`src/rtl/if_prefetch_if.sv`:
```
// Fetch-stage bus: instruction-memory request/response channel plus the
// decode-side queue head and branch-redirect inputs.
interface if_prefetch_if #(
    parameter int unsigned AW = 32
);
    logic          im_req;
    logic [AW-1:0] im_addr;
    logic          im_gnt;
    logic          im_rvalid;
    logic [31:0]   im_rdata;
    logic          id_valid;
    logic [31:0]   id_instr;
    logic [AW-1:0] id_pc4;
    logic          id_ready;
    logic          redir;
    logic [AW-1:0] redir_pc;
    logic [AW-1:0] fetch_pc;

    // Fetch stage side
    modport master (
        output im_req, im_addr, id_valid, id_instr, id_pc4, fetch_pc,
        input  im_gnt, im_rvalid, im_rdata, id_ready, redir, redir_pc
    );

    // Memory / decode side
    modport slave (
        input  im_req, im_addr, id_valid, id_instr, id_pc4, fetch_pc,
        output im_gnt, im_rvalid, im_rdata, id_ready, redir, redir_pc
    );
endinterface

```
`src/rtl/if_prefetch.sv`:
```
// Instruction-fetch stage with a DEPTH-entry prefetch queue of {pc4, instr}.
// Requests are credit-limited so queued plus in-flight never exceeds DEPTH;
// a redirect flushes the queue and marks every in-flight response for drop.
module if_prefetch #(
    parameter int unsigned   AW       = 32,
    parameter int unsigned   DEPTH    = 4,
    parameter logic [AW-1:0] RESET_PC = '0
) (
    input logic           clk,
    input logic           rst,
    if_prefetch_if.master bus
);
    localparam int unsigned   CW      = $clog2(DEPTH + 1);
    localparam int unsigned   PW      = $clog2(DEPTH);
    localparam logic [AW-1:0] PC_STEP = AW'(4);

    logic [AW-1:0] fetch_pc_q, fetch_pc_d;
    logic [AW-1:0] expect_pc_q, expect_pc_d;
    logic [CW-1:0] count_q, count_d;
    logic [CW-1:0] outst_q, outst_d;
    logic [CW-1:0] drop_q, drop_d;
    logic [PW-1:0] wr_ptr_q, wr_ptr_d;
    logic [PW-1:0] rd_ptr_q, rd_ptr_d;
    logic [31:0]   instr_mem_q [DEPTH];
    logic [AW-1:0] pc4_mem_q   [DEPTH];

    logic          grant;
    logic          rsp;
    logic          push;
    logic          pop;
    logic [CW:0]   credit_used;
    logic [AW-1:0] redir_target;

    assign credit_used  = {1'b0, count_q} + {1'b0, outst_q};
    assign redir_target = {bus.redir_pc[AW-1:2], 2'b00};

    // Reset gates the request combinationally so it drops the moment rst rises.
    assign bus.im_req   = !rst && !bus.redir && (credit_used < (CW + 1)'(DEPTH));
    assign bus.im_addr  = fetch_pc_q;
    assign bus.fetch_pc = fetch_pc_q;
    assign bus.id_valid = (count_q != '0);
    assign bus.id_instr = instr_mem_q[rd_ptr_q];
    assign bus.id_pc4   = pc4_mem_q[rd_ptr_q];

    assign grant = bus.im_req && bus.im_gnt;
    // A response with nothing outstanding is a protocol error and is ignored.
    assign rsp   = bus.im_rvalid && (outst_q != '0);
    assign push  = rsp && (drop_q == '0) && !bus.redir;
    assign pop   = (count_q != '0) && bus.id_ready && !bus.redir;

    // Next-state: redirect overrides every other update in its cycle.
    always_comb begin
        fetch_pc_d  = fetch_pc_q;
        expect_pc_d = expect_pc_q;
        count_d     = count_q;
        outst_d     = outst_q;
        drop_d      = drop_q;
        wr_ptr_d    = wr_ptr_q;
        rd_ptr_d    = rd_ptr_q;
        if (bus.redir) begin
            fetch_pc_d  = redir_target;
            expect_pc_d = redir_target;
            count_d     = '0;
            wr_ptr_d    = '0;
            rd_ptr_d    = '0;
            // Everything still in flight after this edge belongs to the old path.
            outst_d     = outst_q - CW'(rsp);
            drop_d      = outst_q - CW'(rsp);
        end else begin
            if (grant) begin
                fetch_pc_d = fetch_pc_q + PC_STEP;
            end
            if (push) begin
                expect_pc_d = expect_pc_q + PC_STEP;
                wr_ptr_d    = wr_ptr_q + PW'(1);
            end
            if (pop) begin
                rd_ptr_d = rd_ptr_q + PW'(1);
            end
            count_d = count_q + CW'(push) - CW'(pop);
            outst_d = outst_q + CW'(grant) - CW'(rsp);
            if (rsp && (drop_q != '0)) begin
                drop_d = drop_q - CW'(1);
            end
        end
    end

    // Control state registers.
    always_ff @(posedge clk or posedge rst) begin
        if (rst) begin
            fetch_pc_q  <= RESET_PC;
            expect_pc_q <= RESET_PC;
            count_q     <= '0;
            outst_q     <= '0;
            drop_q      <= '0;
            wr_ptr_q    <= '0;
            rd_ptr_q    <= '0;
        end else begin
            fetch_pc_q  <= fetch_pc_d;
            expect_pc_q <= expect_pc_d;
            count_q     <= count_d;
            outst_q     <= outst_d;
            drop_q      <= drop_d;
            wr_ptr_q    <= wr_ptr_d;
            rd_ptr_q    <= rd_ptr_d;
        end
    end

    // Queue storage; cleared on reset so the head reads zero.
    always_ff @(posedge clk or posedge rst) begin
        if (rst) begin
            for (int i = 0; i < int'(DEPTH); i++) begin
                instr_mem_q[i] <= '0;
                pc4_mem_q[i]   <= '0;
            end
        end else if (push) begin
            instr_mem_q[wr_ptr_q] <= bus.im_rdata;
            pc4_mem_q[wr_ptr_q]   <= expect_pc_q + PC_STEP;
        end
    end
endmodule

```
`src/flat_wrapper.sv`:
```
// flat-port wrapper written by rule: the top's interface ports become plain ports
module if_prefetch_flat 
#(
    parameter int unsigned   AW       = 32,
    parameter int unsigned   DEPTH    = 4,
    parameter logic [AW-1:0] RESET_PC = '0
)
  (clk, rst, bus_im_req, bus_im_addr, bus_id_valid, bus_id_instr, bus_id_pc4, bus_fetch_pc, bus_im_gnt, bus_im_rvalid, bus_im_rdata, bus_id_ready, bus_redir, bus_redir_pc);
  if_prefetch_if #(.AW(AW)) bus_i ();
  input logic clk;
  input logic rst;
  output wire logic [$bits(bus_i.im_req)-1:0] bus_im_req;
  output wire logic [$bits(bus_i.im_addr)-1:0] bus_im_addr;
  output wire logic [$bits(bus_i.id_valid)-1:0] bus_id_valid;
  output wire logic [$bits(bus_i.id_instr)-1:0] bus_id_instr;
  output wire logic [$bits(bus_i.id_pc4)-1:0] bus_id_pc4;
  output wire logic [$bits(bus_i.fetch_pc)-1:0] bus_fetch_pc;
  input wire logic [$bits(bus_i.im_gnt)-1:0] bus_im_gnt;
  input wire logic [$bits(bus_i.im_rvalid)-1:0] bus_im_rvalid;
  input wire logic [$bits(bus_i.im_rdata)-1:0] bus_im_rdata;
  input wire logic [$bits(bus_i.id_ready)-1:0] bus_id_ready;
  input wire logic [$bits(bus_i.redir)-1:0] bus_redir;
  input wire logic [$bits(bus_i.redir_pc)-1:0] bus_redir_pc;
  assign bus_im_req = bus_i.im_req;
  assign bus_im_addr = bus_i.im_addr;
  assign bus_id_valid = bus_i.id_valid;
  assign bus_id_instr = bus_i.id_instr;
  assign bus_id_pc4 = bus_i.id_pc4;
  assign bus_fetch_pc = bus_i.fetch_pc;
  assign bus_i.im_gnt = bus_im_gnt;
  assign bus_i.im_rvalid = bus_im_rvalid;
  assign bus_i.im_rdata = bus_im_rdata;
  assign bus_i.id_ready = bus_id_ready;
  assign bus_i.redir = bus_redir;
  assign bus_i.redir_pc = bus_redir_pc;
  if_prefetch #(.AW(AW), .DEPTH(DEPTH), .RESET_PC(RESET_PC)) u_core (.clk(clk), .rst(rst), .bus(bus_i));
endmodule
```
`config.mk`:
```
export PLATFORM = sky130hd
export DESIGN_NAME = if_prefetch_flat
export DESIGN_NICKNAME = d
export VERILOG_FILES = /design/src/rtl/if_prefetch_if.sv /design/src/rtl/if_prefetch.sv /design/src/flat_wrapper.sv
export SDC_FILE = /design/constraint.sdc
export NUM_CORES = 1
export LEC_CHECK = 0
export CAP_MARGIN = 10
export CORE_ASPECT_RATIO = 1.4
export CORE_UTILIZATION = 60
export DETAILED_ROUTE_END_ITERATION = 10
export PLACE_DENSITY_LB_ADDON = 0.25
export RECOVER_POWER = 50
export REMOVE_ABC_BUFFERS = 1
export SYNTH_ARGS = -nofsm -noshare
export SYNTH_HDL_FRONTEND = slang
export SYNTH_SLANG_ARGS = --single-unit
```
`constraint.sdc`:
```
create_clock -name clk -period 28.6 [get_ports clk]
set_input_delay 8.58 -clock clk [delete_from_list [all_inputs] [get_ports clk]]
set_output_delay 8.58 -clock clk [all_outputs]
set_load 0.01 [all_outputs]
```
# Yosys cells after proc, flatten, opt, wreduce, memory -nomap -nowiden
# Cells that the tools add are included.
[op_classes]
order_cmp = 4
n_addsub = 11
bitwise_logic = 2
muxes = 22
reduce_logical = 20
[ops]
columns = ["op", "count"]
rows = [
  ["$mux 32", 9],
  ["$bwmux 128", 2],
  ["$bmux 32 s2", 2],
  ["$add 32x3->32 const B", 2],
  ["$demux 32 s2", 1],
  ["$mux 3", 4],
  ["$logic_and 1x1->1", 10],
  ["$reduce_bool 3->1", 3],
  ["$sub 3x1->3", 3],
  ["$mux 2", 4],
  ["$reduce_bool 2->1", 4],
  ["$add 3x1->3", 2],
  ["$ge 3x3->1 const B", 2],
  ["$not 2->3", 2],
  ["$add 2x1->2 const B", 2],
  ["$add 3x3->4", 1],
  ["$lt 4x3->1 const B", 1],
  ["$logic_not 3->1", 1],
  ["$lt 3x1->1 const B", 1],
  ["$sub 3x1->3 const B", 1],
  ["$logic_not 1->1", 2],
]
[totals]
out_inout_bits = 130
ff_bits = 333
in_bits = 70
elab_cells = 74

# Depth between registers and ports, before layout
# Gate-level depths: netlist of the first run.
[logic_depth]
ltp_word = 7
depth_mapped = 11
ltp_nobuf = 10

# Worst setup path after synthesis of the first run
# No wires, ideal clock.
[synth_timing]
kind = "input -> output"
start = "input bus_redir"
end = "output bus_im_req"
n_path_buf = 1
cell_stages = 3
required_time_ns = 20.020
slack_ns = 10.846
arrival_time_ns = 9.174
cell_sequence = "clkbuf_1 -> nor3_1 -> and3_1"
[synth_via]
elab_chain_cells = 3
[synth_rtl]
columns = ["element", "line", "source"]
rows = [
  ["start, declared", "flat_wrapper.sv:22", "input wire logic [$bits(bus_i.redir)-1:0] bus_redir;"],
  ["$logic_not 1->1", "if_prefetch.sv:38", "assign bus.im_req = !rst && !bus.redir && (credit_used < (CW + 1)'(DEPTH));"],
  ["$logic_and 1x1->1 (2 in series)", "if_prefetch.sv:38", ""],
  ["end, declared", "flat_wrapper.sv:12", "output wire logic [$bits(bus_i.im_req)-1:0] bus_im_req;"],
]
# No other way between the ends.

# Worst setup path after layout of the first run
# Same ends and word-level chain as after synthesis.

==> summary.md, run 1 <==
| Metric | Value |
|---|---|
| Worst VDD drop | `0.0623 mV` |
| Clk_lat worst skew | `0.55 ns` |
| Largest family of logic cells by synthesized area | `multiplexers` |
| Largest net degree at the start of global routing | `199` |
| First-pass detailed-route iteration total | `5` |
| Worst hold path class | `reg2reg` |
| Adder-cell share of the synthesized area | `1.57%` |
| CTS clock-pin slew for the worst setup and hold paths | `0.06 ns` |
| Synth Warn # | `0` |
| WL/cell | `18.3 um` |
| Setup repair bufs after CTS | `0` |
| Worst rel slew slack | `-262%` |
| Mux cell area share after synthesis | `19.6%` |
| CTS Buf Count | `30` |
| Core footprint | `24800 sq um` |
| Initial antenna violation count | `0` |
| DRC | `0` |
| I/O pin cnt | `200` |
| Crit-path cells | `clkbuf_1, nor3_1, and3_1, clkdlybuf4s50_1` |
| Fin. Hold Viols | `0` |
| Setup TNS | `0 ns` |
| GRT Resource Usage Total | `25.6%` |
| IO Port Bufs | `191` |
| CTS tree | `built` |
| Cts repair resizes | `0` |
| Flop and latch count out of synthesis | `321` |
| Hpwl dp | `20.3 mm` |
| Via-per-instance ratio | `5.89` |
| Overflow after GRT | `0` |
| Kind of critical path | `in2out` |
| Drt initial violations | `497` |
| Area leader, netlist | `dfrtp_1` |
| Synth Area per Inst | `11.9 sq um` |
| DIE AREA | `26200 sq um` |
| Crit-path max cell delay | `0.69 ns` |
| Violated checks | `capacitance limit, slew limit` |
| Post-Route Skew | `0.0129 ns` |
| Worst Tran Pin Value | `5.39 ns` |
| Outcome | `finished, violations left` |
| Synth cell types | `50` |
| Initial Util | `61.8%` |
| Gp weighted congestion | `0.938` |
| Vias in the first global route | `10800` |
| Net count reported at finish | `1505` |
| Post-route clock period utilization | `65.4%` |
| Die Span Y | `191 um` |
| H-tree depth reported by CTS | `1` |
| Synthesized instance count | `1292` |
| PwrDens | `84.0 nW/um^2` |
| Proportion of layout cells with a drive suffix above 1 | `19.8%` |
| Layout area overhead | `18.8%` |
| Leakage power | `8.01 nW` |
| Synth top area share | `52.4%` |
| Area of the mapped netlist | `15300 sq um` |
| Synth top area cells | `dfrtp_1, mux2_2, mux4_2` |
| Post-synthesis sequential area ratio | `52.4%` |
| First-pass GRT wire length | `53.2 mm` |
| Reg2reg setup slack | `25.56 ns` |
| Via Count | `10300` |
| Min cycle time layout | `18.71 ns` |
| Peak Freq | `53.5 MHz` |
| Critical Path RT | `20.02 ns` |
| CP Capture Type | `primary output` |
| Xor-xnor portion of the synthesized cell area | `3.94%` |
| Antenna viol nets, final | `0` |
| Async SR Flop Fraction | `100%` |
| Final Max Tran Viols | `178` |
| Final count of negative-setup-slack endpoints | `0` |
| Finished Cell Area | `18200 sq um` |
| Clock root buffer | `clkbuf_16` |
| CP max-delay cell | `clkbuf_1` |
| EDFF count, synth | `0` |
| Compound-cell area share of the yosys netlist | `7.33%` |
| Critical Path AT | `10.13 ns` |
| # diodes | `0` |
| DP Area | `17200 sq um` |
| Maxcap violations | `2` |
| Unrepaired setup endpoints after global routing | `no` |
| Dominant synthesized flop cell | `dfrtp_1` |
| Synth Area in Simple Gates | `10.7%` |
| Crit Path Max Fanout | `20` |
| Sink Count | `321` |
| Clk buf depth | `3` |
| CTS Hold Bufs | `0` |
| Crit path launch type | `primary input` |
| Routed WL | `32.2 mm` |
| Die Wd | `137 um` |
| Final Util | `73.4%` |
| # rows | `68` |
state kept, by name (all words and copies together), names as in the netlist:
signal and count:
u_core.wr_ptr_q 2, u_core.drop_q 3, u_core.bus.fetch_pc 30, u_core.count_q 3, u_core.pc4_mem_q 120, u_core.expect_pc_q 30
u_core.rd_ptr_q 2, u_core.instr_mem_q 128, u_core.outst_q 3
metrics by stage:
stage / cells / power [mW] / hold slack (ns) / setup WS [ns]
finish: 1754 / 1.53 / 0.476 / 9.89
global route: 1754 / 1.62 / 0.498 / 9.79
CTS: 1754 / 1.55 / 0.480 / 10.06
detailed placement: 1700 / 1.13 / 0.466 / 10.06
global placement: 1700 / 1.11 / 0.457 / 10.07
floorplan: 1185 / 0.902 / 0.445 / 11.03
path summary, 6_finish.rpt:
path	start	endpoint	depth (start not counted)
worst min register to register	u_core.pc4_mem_q[51]	u_core.pc4_mem_q[51]	2
worst max register to register	u_core.outst_q[2]	u_core.instr_mem_q[18]	4
worst min-delay path	u_core.pc4_mem_q[51]	u_core.pc4_mem_q[51]	2
min in group asynchronous	rst	u_core.outst_q[1]	2
worst max-delay path	bus_redir	bus_im_req	4
max in group asynchronous	rst	u_core.rd_ptr_q[0]	2
cells in the mapped netlist (all sizes together), types with 2 or more instances:
cell type / n
dfrtp: 321
nand2: 181
o21ai: 161
mux2: 143
buf: 65
mux4: 62
clkbuf: 47
nand3: 36
xor2: 35
xnor2: 34
nor2: 32
inv: 25
nand4: 24
ha: 16
nor3: 13
nor4: 11
o211ai: 10
and2: 9
and3: 9
o311ai: 8
or3: 8
a21o: 6
a21oi: 6
a31oi: 5
and4: 4
a41oi: 3
o31ai: 3
fa: 2
nand3b: 2
nor2b: 2
nor4b: 2
cell type report:
| class | instances | area (sq um) |
|---|---|---|
| flip-flops and latches | 321 | 8040 |
| multi-input cells | 839 | 6650 |
| fillers | 1734 | 6610 |
| repair buffers | 200 | 1980 |
| clock buffers | 44 | 925 |
| well taps | 315 | 394 |
| clock inverters | 10 | 150 |
| inverters | 25 | 95.1 |
power breakdown:
| group | total [mW] | switching, mW | internal [mW] |
|---|---|---|---|
| combinational | 0.485 | 0.203 | 0.281 |
| sequential | 0.622 | 0.0683 | 0.553 |
| clock | 0.424 | 0.166 | 0.258 |
| total | 1.53 | 0.438 | 1.09 |
routing by layer:
metal | GRT usage, % | vias to the layer above | share of wire [%]
met2 | 45.8 | 288 | 52
met5 | 0 | - | 0
met3 | 2.86 | 55 | 4.7
li1 | - | 4819 | -
met1 | 32.5 | 5162 | 41
met4 | 7.52 | 0 | 2.2
placed cells by master (no fill, tap or decap), drive strengths merged, types with 8 or more instances in the layout:
cell,Yosys,routed
inv,25,24
dfrtp,321,321
xor2,35,35
o311ai,8,8
and2,9,9
xnor2,34,34
nand4,24,24
clkdlybuf4s50,0,128
dlygate4sd3,0,62
ha,16,16
o211ai,10,10
nand2,181,181
nand3,36,36
nor2,32,32
buf,65,8
o21ai,161,161
or3,8,8
mux4,62,62
nor3,13,13
mux2,143,143
and3,9,9
clkbuf,47,46
nor4,11,11
critical path: cells and delay by family:
kind	cells	cell delay [ns]
buf+inv	2	1.16
simple gates	2	0.38
kinds of logic after synthesis:
| kind of cell | count (synthesis) |
|---|---|
| AO/OA/AOI/OAI | 204 |
| buffers and inverters | 137 |
| adder cells (fa/ha/maj) | 18 |
| flip-flops | 321 |
| other | 1 |
| multiplexers | 205 |
| AND/OR/NAND/NOR | 337 |
| XOR/XNOR | 69 |
Note: power is estimated with default switching activity, not from simulation.
==> run 2: changes to the inputs <==
--- a/config.mk
+++ b/config.mk
@@ -7,7 +7,7 @@
 export LEC_CHECK = 0
 export CAP_MARGIN = 10
 export CORE_ASPECT_RATIO = 1.4
-export CORE_UTILIZATION = 60
+export CORE_UTILIZATION = 56
 export DETAILED_ROUTE_END_ITERATION = 10
 export PLACE_DENSITY_LB_ADDON = 0.25
 export RECOVER_POWER = 50
==> constraint.sdc (replaced) <==
create_clock -name clk -period 19 [get_ports clk]
set_input_delay 5.7 -clock clk [delete_from_list [all_inputs] [get_ports clk]]
set_output_delay 5.7 -clock clk [all_outputs]
set_load 0.01 [all_outputs]
==> summary.md, run 2 (same netlist as run 1, synthesis figures left out) <==
| Metric | Value |
|---|---|
| Peak Freq | `76.3 MHz` |
| PwrDens | `126 nW/um^2 (+50%)` |
| H-tree depth reported by CTS | `1 (unchanged)` |
| Antenna viol nets, final | `0 (unchanged)` |
| Number of fill cells in the layout | `2048 (+18%)` |
| Setup repair bufs after CTS | `0 (unchanged)` |
| Die Span Y | `198 um (+3.5%)` |
| CTS Buf Count | `31 (+3.3%)` |
| Multi-input gate area | `6630 sq um (-0.19%)` |
| GRT Resource Usage Total | `23.7% (-1.9 points)` |
| Seq pwr share | `40.7% (about the same)` |
| Worst Tran Pin Value | `4.25 ns (-1.14 ns)` |
| Critical R2R Launch | `u_core.outst_q[2]` |
| Kind of critical path | `in2out` |
| Cts repair resizes | `0 (unchanged)` |
| Top reg by flops | `u_core.instr_mem_q` |
| Overall power | `2.31 mW (+51%)` |
| I/O pin cnt | `200 (unchanged)` |
| Worst reg-to-reg path cell count | `8 (+4)` |
| Initial antenna violation count | `0 (unchanged)` |
| Core footprint | `26900 sq um (+8.3%)` |
| # diodes | `0 (unchanged)` |
| First-pass GRT wire length | `53.1 mm (-0.17%)` |
| Post-Route Skew | `0.00892 ns (-0.00393 ns)` |
| Cell Count, Final, Fillers Out | `1810 (+3.2%)` |
| Vias in the first global route | `10700 (-1.1%)` |
| Proportion of layout cells with a drive suffix above 1 | `19.2% (-0.57 points)` |
| Critical Path AT | `7.41 ns (-2.72 ns)` |
| DRC | `0 (unchanged)` |
| Unrepaired setup endpoints after global routing | `no` |
| Violated checks | `capacitance limit, slew limit` |
| Final worst slack | `5.89 ns (-4.01 ns)` |
| Via Count | `10300 (-0.45%)` |
| Initial Util | `57.0% (-4.8 points)` |
| Hpwl dp | `20.1 mm (-0.89%)` |
| Leakage power | `8.00 nW (-0.16%)` |
| Clock root buffer | `clkbuf_16` |
| Via-per-instance ratio | `5.68 (-3.5%)` |
| Crit-path cells | `clkbuf_1, nor3_1, and3_1, clkdlybuf4s50_1` |
| CP Capture Type | `primary output` |
| Post-place setup slack | `6.21 ns (-3.85 ns)` |
| Sw power | `0.660 mW (+51%)` |
| Maxcap violations | `6 (+4)` |
| Fin. Hold Viols | `0 (unchanged)` |
| Gp weighted congestion | `0.876 (-6.5%)` |
| Regs by FF count | `u_core.instr_mem_q (128), u_core.pc4_mem_q (120)` |
| CTS clock-pin slew for the worst setup and hold paths | `0.06 ns (about the same)` |
| Critical Path RT | `13.30 ns (-6.72 ns)` |
| Crit path launch type | `primary input` |
| Dpl cells | `1754 (+3.2%)` |
| Switch share | `28.6% (+0.035 points)` |
| Die Wd | `142 um (+3.5%)` |
| Cell internal pwr | `1.65 mW (+51%)` |
| Min cycle time layout | `13.11 ns` |
| Largest register FFs | `128 (unchanged)` |
| Worst hold path class | `reg2reg` |
| Post-route clock period utilization | `69.0%` |
| First-pass detailed-route iteration total | `5 (unchanged)` |
| Outcome | `finished, violations left` |
| Drt initial violations | `459 (-7.6%)` |
| Layout area overhead | `19.1%` |
| Final Max Tran Viols | `380 (+110%)` |
| Worst VDD drop | `0.0664 mV (+6.5%)` |
| Logic pwr share | `31.3% (-0.4 points)` |
| CTS tree | `built` |
| FF/Latch Area | `8040 sq um (unchanged)` |
| Clk_lat worst skew | `0.56 ns (about the same)` |
| Reg2reg setup slack | `15.09 ns (-10.47 ns)` |
| Clock power frac | `28.0% (+0.3 points)` |
| WL/cell | `17.6 um (-4.0%)` |
| DIE AREA | `28100 sq um (+7.1%)` |
| RR Endpoint | `u_core.bus.fetch_pc[30]` |
| Crit Path Max Fanout | `27 (+35%)` |
| # rows | `71 (+4.4%)` |
| Largest net degree at the start of global routing | `91 (-54%)` |
| Overflow after GRT | `0 (unchanged)` |
| Critical path origin | `bus_redir` |
| Crit-path max cell delay | `0.82 ns (+0.13 ns)` |
| IO Port Bufs | `191 (unchanged)` |
| Minimum hold slack | `0.475 ns (-0.00120 ns)` |
| Clk buf depth | `3 (unchanged)` |
| Sink Count | `321 (unchanged)` |
| Net count reported at finish | `1510 (+0.33%)` |
| Crit path capture | `bus_im_req` |
| CTS Hold Bufs | `0 (unchanged)` |
| Worst rel slew slack | `-184% (+78 points)` |
| Final count of negative-setup-slack endpoints | `0 (unchanged)` |
| Setup TNS | `0 ns (unchanged)` |
| Most frequent cells in the layout | `dfrtp_1, nand2_1, o21ai_0` |
| CP max-delay cell | `clkbuf_1` |
| Routed WL | `31.9 mm (-0.90%)` |
| Commonest non-fill, non-tap cell in the layout | `dfrtp_1` |
## run 2: cell count changes in the layout (fill, tap and decap cells not counted), sizes merged
cell	previous run	this run
clkdlybuf4s50	128	131
bufinv	4	5
dlygate4sd3	62	59
inv	24	25
clkinv	6	5
buf	8	7
clkbuf	46	52
## run 2: how the worst min path moves through the flow
stage                           from               endpoint  slack [ns]  depth (start not counted)
2_1_floorplan   u_core.pc4_mem_q[34]   u_core.pc4_mem_q[34]        0.44                          2
3_3_place_gp    u_core.pc4_mem_q[74]   u_core.pc4_mem_q[74]        0.46                          2
3_5_place_dp    u_core.pc4_mem_q[48]   u_core.pc4_mem_q[48]        0.47                          2
4_1_cts         u_core.pc4_mem_q[48]   u_core.pc4_mem_q[48]        0.48                          2
5_1_grt        u_core.pc4_mem_q[111]  u_core.pc4_mem_q[111]        0.50                          2
6_report       u_core.pc4_mem_q[108]  u_core.pc4_mem_q[108]        0.47                          2
## run 2: critical path, delay by kind of cell
family        cells  cell delay [ns]
buf+inv           2             1.29
simple gates      2             0.42
## run 2: power groups by stage
stage / combinational, mW / clock (mW) / sequential [mW]
after floorplan: 0.409 / 0 / 0.949
after global placement: 0.726 / 0 / 0.942
after detailed placement: 0.739 / 0 / 0.952
after CTS: 0.743 / 0.661 / 0.941
after global routing: 0.787 / 0.687 / 0.963
final: 0.721 / 0.647 / 0.939
## run 2: cell type report
class | instances | share of cell area, %
inverter | 25 | 0.520
tap | 365 | 2.50
clock inverter | 11 | 1.03
clock buffer | 45 | 4.86
multi-input combinational | 839 | 36.3
sequential | 321 | 44.0
timing repair buffer | 204 | 10.8
## run 2: stage by stage
step	cell area [sq um]	util [%]
after floorplan	14800	-
after global placement	17300	64.2
after detailed placement	17300	64.2
after CTS	18300	68.1
after global routing	18300	67.9
final	18300	67.9
## run 2: routing by layer
| metal | share of wire [%] | GRT usage, % |
|---|---|---|
| met1 | 43 | 30.6 |
| met2 | 51 | 42.1 |
| met3 | 4.0 | 2.76 |
| met4 | 1.9 | 6.73 |
| met5 | 0 | 0 |
==> run 3: changes to the inputs <==
--- a/config.mk
+++ b/config.mk
@@ -7,7 +7,7 @@
 export LEC_CHECK = 0
 export CAP_MARGIN = 10
 export CORE_ASPECT_RATIO = 1.4
-export CORE_UTILIZATION = 56
+export CORE_UTILIZATION = 50
 export DETAILED_ROUTE_END_ITERATION = 10
 export PLACE_DENSITY_LB_ADDON = 0.25
 export RECOVER_POWER = 50
==> constraint.sdc (replaced) <==
create_clock -name clk -period 10.6 [get_ports clk]
set_input_delay 3.18 -clock clk [delete_from_list [all_inputs] [get_ports clk]]
set_output_delay 3.18 -clock clk [all_outputs]
set_load 0.01 [all_outputs]
==> summary.md, run 3 (same netlist as run 1, synthesis figures left out) <==
| Metric | Value |
|---|---|
| Number of cells on the critical path | `2 (-2)` |
| CTS Buf Count | `31 (unchanged)` |
| Reg2reg setup slack | `7.12 ns (-7.97 ns)` |
| Critical Path AT | `7.41 ns (about the same)` |
| Via Count | `10200 (-0.60%)` |
| Kind of critical path | `in2async` |
| Critical Path RT | `10.05 ns (-3.25 ns)` |
| Initial antenna violation count | `0 (unchanged)` |
| Proportion of layout cells with a drive suffix above 1 | `19.6% (+0.34 points)` |
| CTS tree | `built` |
| Largest net degree at the start of global routing | `190 (+110%)` |
| Worst rel slew slack | `-238% (-54 points)` |
| Die Wd | `150 um (+5.7%)` |
| Minimum hold slack | `0.476 ns (+0.000985 ns)` |
| Unrepaired setup endpoints after global routing | `no` |
| Initial Util | `50.9% (-6.1 points)` |
| Worst VDD drop | `0.100 mV (+51%)` |
| Die Span Y | `209 um (+5.8%)` |
| Worst hold path class | `reg2reg` |
| WL/cell | `18.1 um (+3.0%)` |
| Leakage power | `7.98 nW (-0.20%)` |
| Final count of negative-setup-slack endpoints | `0 (unchanged)` |
| I/O pin cnt | `200 (unchanged)` |
| Final Max Tran Viols | `210 (-45%)` |
| Post-place setup slack | `2.84 ns (-3.37 ns)` |
| DIE AREA | `31400 sq um (+12%)` |
| Final worst slack | `2.64 ns (-3.24 ns)` |
| IO Port Bufs | `191 (unchanged)` |
| Count of buffer and inverter cells on the critical path | `2 (unchanged)` |
| Setup repair bufs after CTS | `0 (unchanged)` |
| FF/Latch Area | `8040 sq um (unchanged)` |
| Layout area overhead | `19.0% (about the same)` |
| Core footprint | `30100 sq um (+12%)` |
| Top reg by flops | `u_core.instr_mem_q` |
| Largest register FFs | `128 (unchanged)` |
| Sink Count | `321 (unchanged)` |
| Setup TNS | `0 ns (unchanged)` |
| Commonest non-fill, non-tap cell in the layout | `dfrtp_1` |
| Dpl cells | `1772 (+1.0%)` |
| RR Endpoint | `u_core.instr_mem_q[36]` |
| GRT Resource Usage Total | `21.9% (-1.8 points)` |
| First-pass detailed-route iteration total | `5 (unchanged)` |
| Regs by FF count | `u_core.instr_mem_q (128), u_core.pc4_mem_q (120)` |
| Critical R2R Launch | `u_core.drop_q[0]` |
| DRC | `0 (unchanged)` |
| Worst Tran Pin Value | `5.07 ns (+0.815 ns)` |
| Number of fill cells in the layout | `2471 (+21%)` |
| Net count reported at finish | `1508 (-0.13%)` |
| Critical path origin | `rst` |
| Clk_lat worst skew | `0.56 ns (about the same)` |
| Cts repair resizes | `0 (unchanged)` |
| CP max-delay cell | `inv_1` |
| Most frequent cells in the layout | `dfrtp_1, nand2_1, o21ai_0` |
| Min cycle time layout | `7.96 ns` |
| Crit-path max cell delay | `3.52 ns (+2.70 ns)` |
| Crit path launch type | `primary input` |
| # diodes | `0 (unchanged)` |
| Drt initial violations | `433 (-5.7%)` |
| Fin. Hold Viols | `0 (unchanged)` |
| CP Capture Type | `asynchronous set/reset pin` |
| Hpwl dp | `20.4 mm (+1.5%)` |
| First-pass GRT wire length | `54.4 mm (+2.6%)` |
| Worst reg-to-reg path cell count | `6 (-2)` |
| Crit-path cells | `dlygate4sd3_1, inv_1` |
| Clk buf depth | `3 (unchanged)` |
| Vias in the first global route | `10600 (-0.83%)` |
| PwrDens | `223 nW/um^2 (+77%)` |
| Cell Count, Final, Fillers Out | `1825 (+0.83%)` |
| Top Family by Delay on Critical Path | `buffers and inverters` |
| Clock root buffer | `clkbuf_16` |
| CTS Hold Bufs | `0 (unchanged)` |
| Violated checks | `capacitance limit, slew limit` |
| Outcome | `finished, violations left` |
| CTS clock-pin slew for the worst setup and hold paths | `0.07 ns (about the same)` |
| Crit path capture | `u_core.expect_pc_q[28]` |
| Antenna viol nets, final | `0 (unchanged)` |
| Overflow after GRT | `0 (unchanged)` |
| Multi-input gate area | `6660 sq um (+0.41%)` |
| Post-Route Skew | `0.0177 ns (+0.00875 ns)` |
| Gp weighted congestion | `0.889 (+1.5%)` |
| Peak Freq | `126 MHz` |
| Post-route clock period utilization | `75.1%` |
| Via-per-instance ratio | `5.60 (-1.4%)` |
| H-tree depth reported by CTS | `1 (unchanged)` |
| Maxcap violations | `3 (-3)` |
| Crit Path Max Fanout | `133 (+390%)` |
| Routed WL | `33.1 mm (+3.9%)` |
| # rows | `75 (+5.6%)` |
==> run 3: layout make-up <==
class                      instances  area share [%]
tap                              385            2.64
multi-input combinational        839            36.5
clock inverter                     9           0.582
clock buffer                      44            4.84
inverter                          25           0.514
timing repair buffer             202            10.9
sequential                       321            44.0
==> run 3: routing by layer <==
metal  wire length [um]  up-vias  GRT usage, %
met1              13900     5106          27.5
li1                   -     4816             -
met3               1510       51          2.74
met2              17000      243          39.0
met4                681        0          6.69
met5                  0        -             0
==> run 3: worst min path at each step <==
stage                          from                    to  depth (start not counted)  slack [ns]
5_1_grt        u_core.pc4_mem_q[50]  u_core.pc4_mem_q[50]                          2        0.50
6_report       u_core.pc4_mem_q[36]  u_core.pc4_mem_q[36]                          2        0.48
3_5_place_dp   u_core.pc4_mem_q[36]  u_core.pc4_mem_q[36]                          2        0.47
4_1_cts         u_core.pc4_mem_q[2]   u_core.pc4_mem_q[2]                          2        0.48
3_3_place_gp   u_core.pc4_mem_q[68]  u_core.pc4_mem_q[68]                          2        0.46
2_1_floorplan  u_core.pc4_mem_q[34]  u_core.pc4_mem_q[34]                          2        0.44
==> run 3: where the power goes <==
part	internal, mW	leakage [nW]	switching [mW]
clock	0.625	0.478	0.467
combinational	0.760	3.26	0.552
sequential	1.49	4.24	0.186
total	2.88	7.98	1.20
==> run 3: through the flow <==
step	area (sq um)	util (%)	total power, mW
6_report	18300	60.6	4.08
5_1_grt	18300	60.6	4.32
4_1_cts	18300	60.7	4.16
3_5_place_dp	17300	57.4	3.05
3_3_place_gp	17300	57.4	3.00
2_1_floorplan	14800	-	2.43
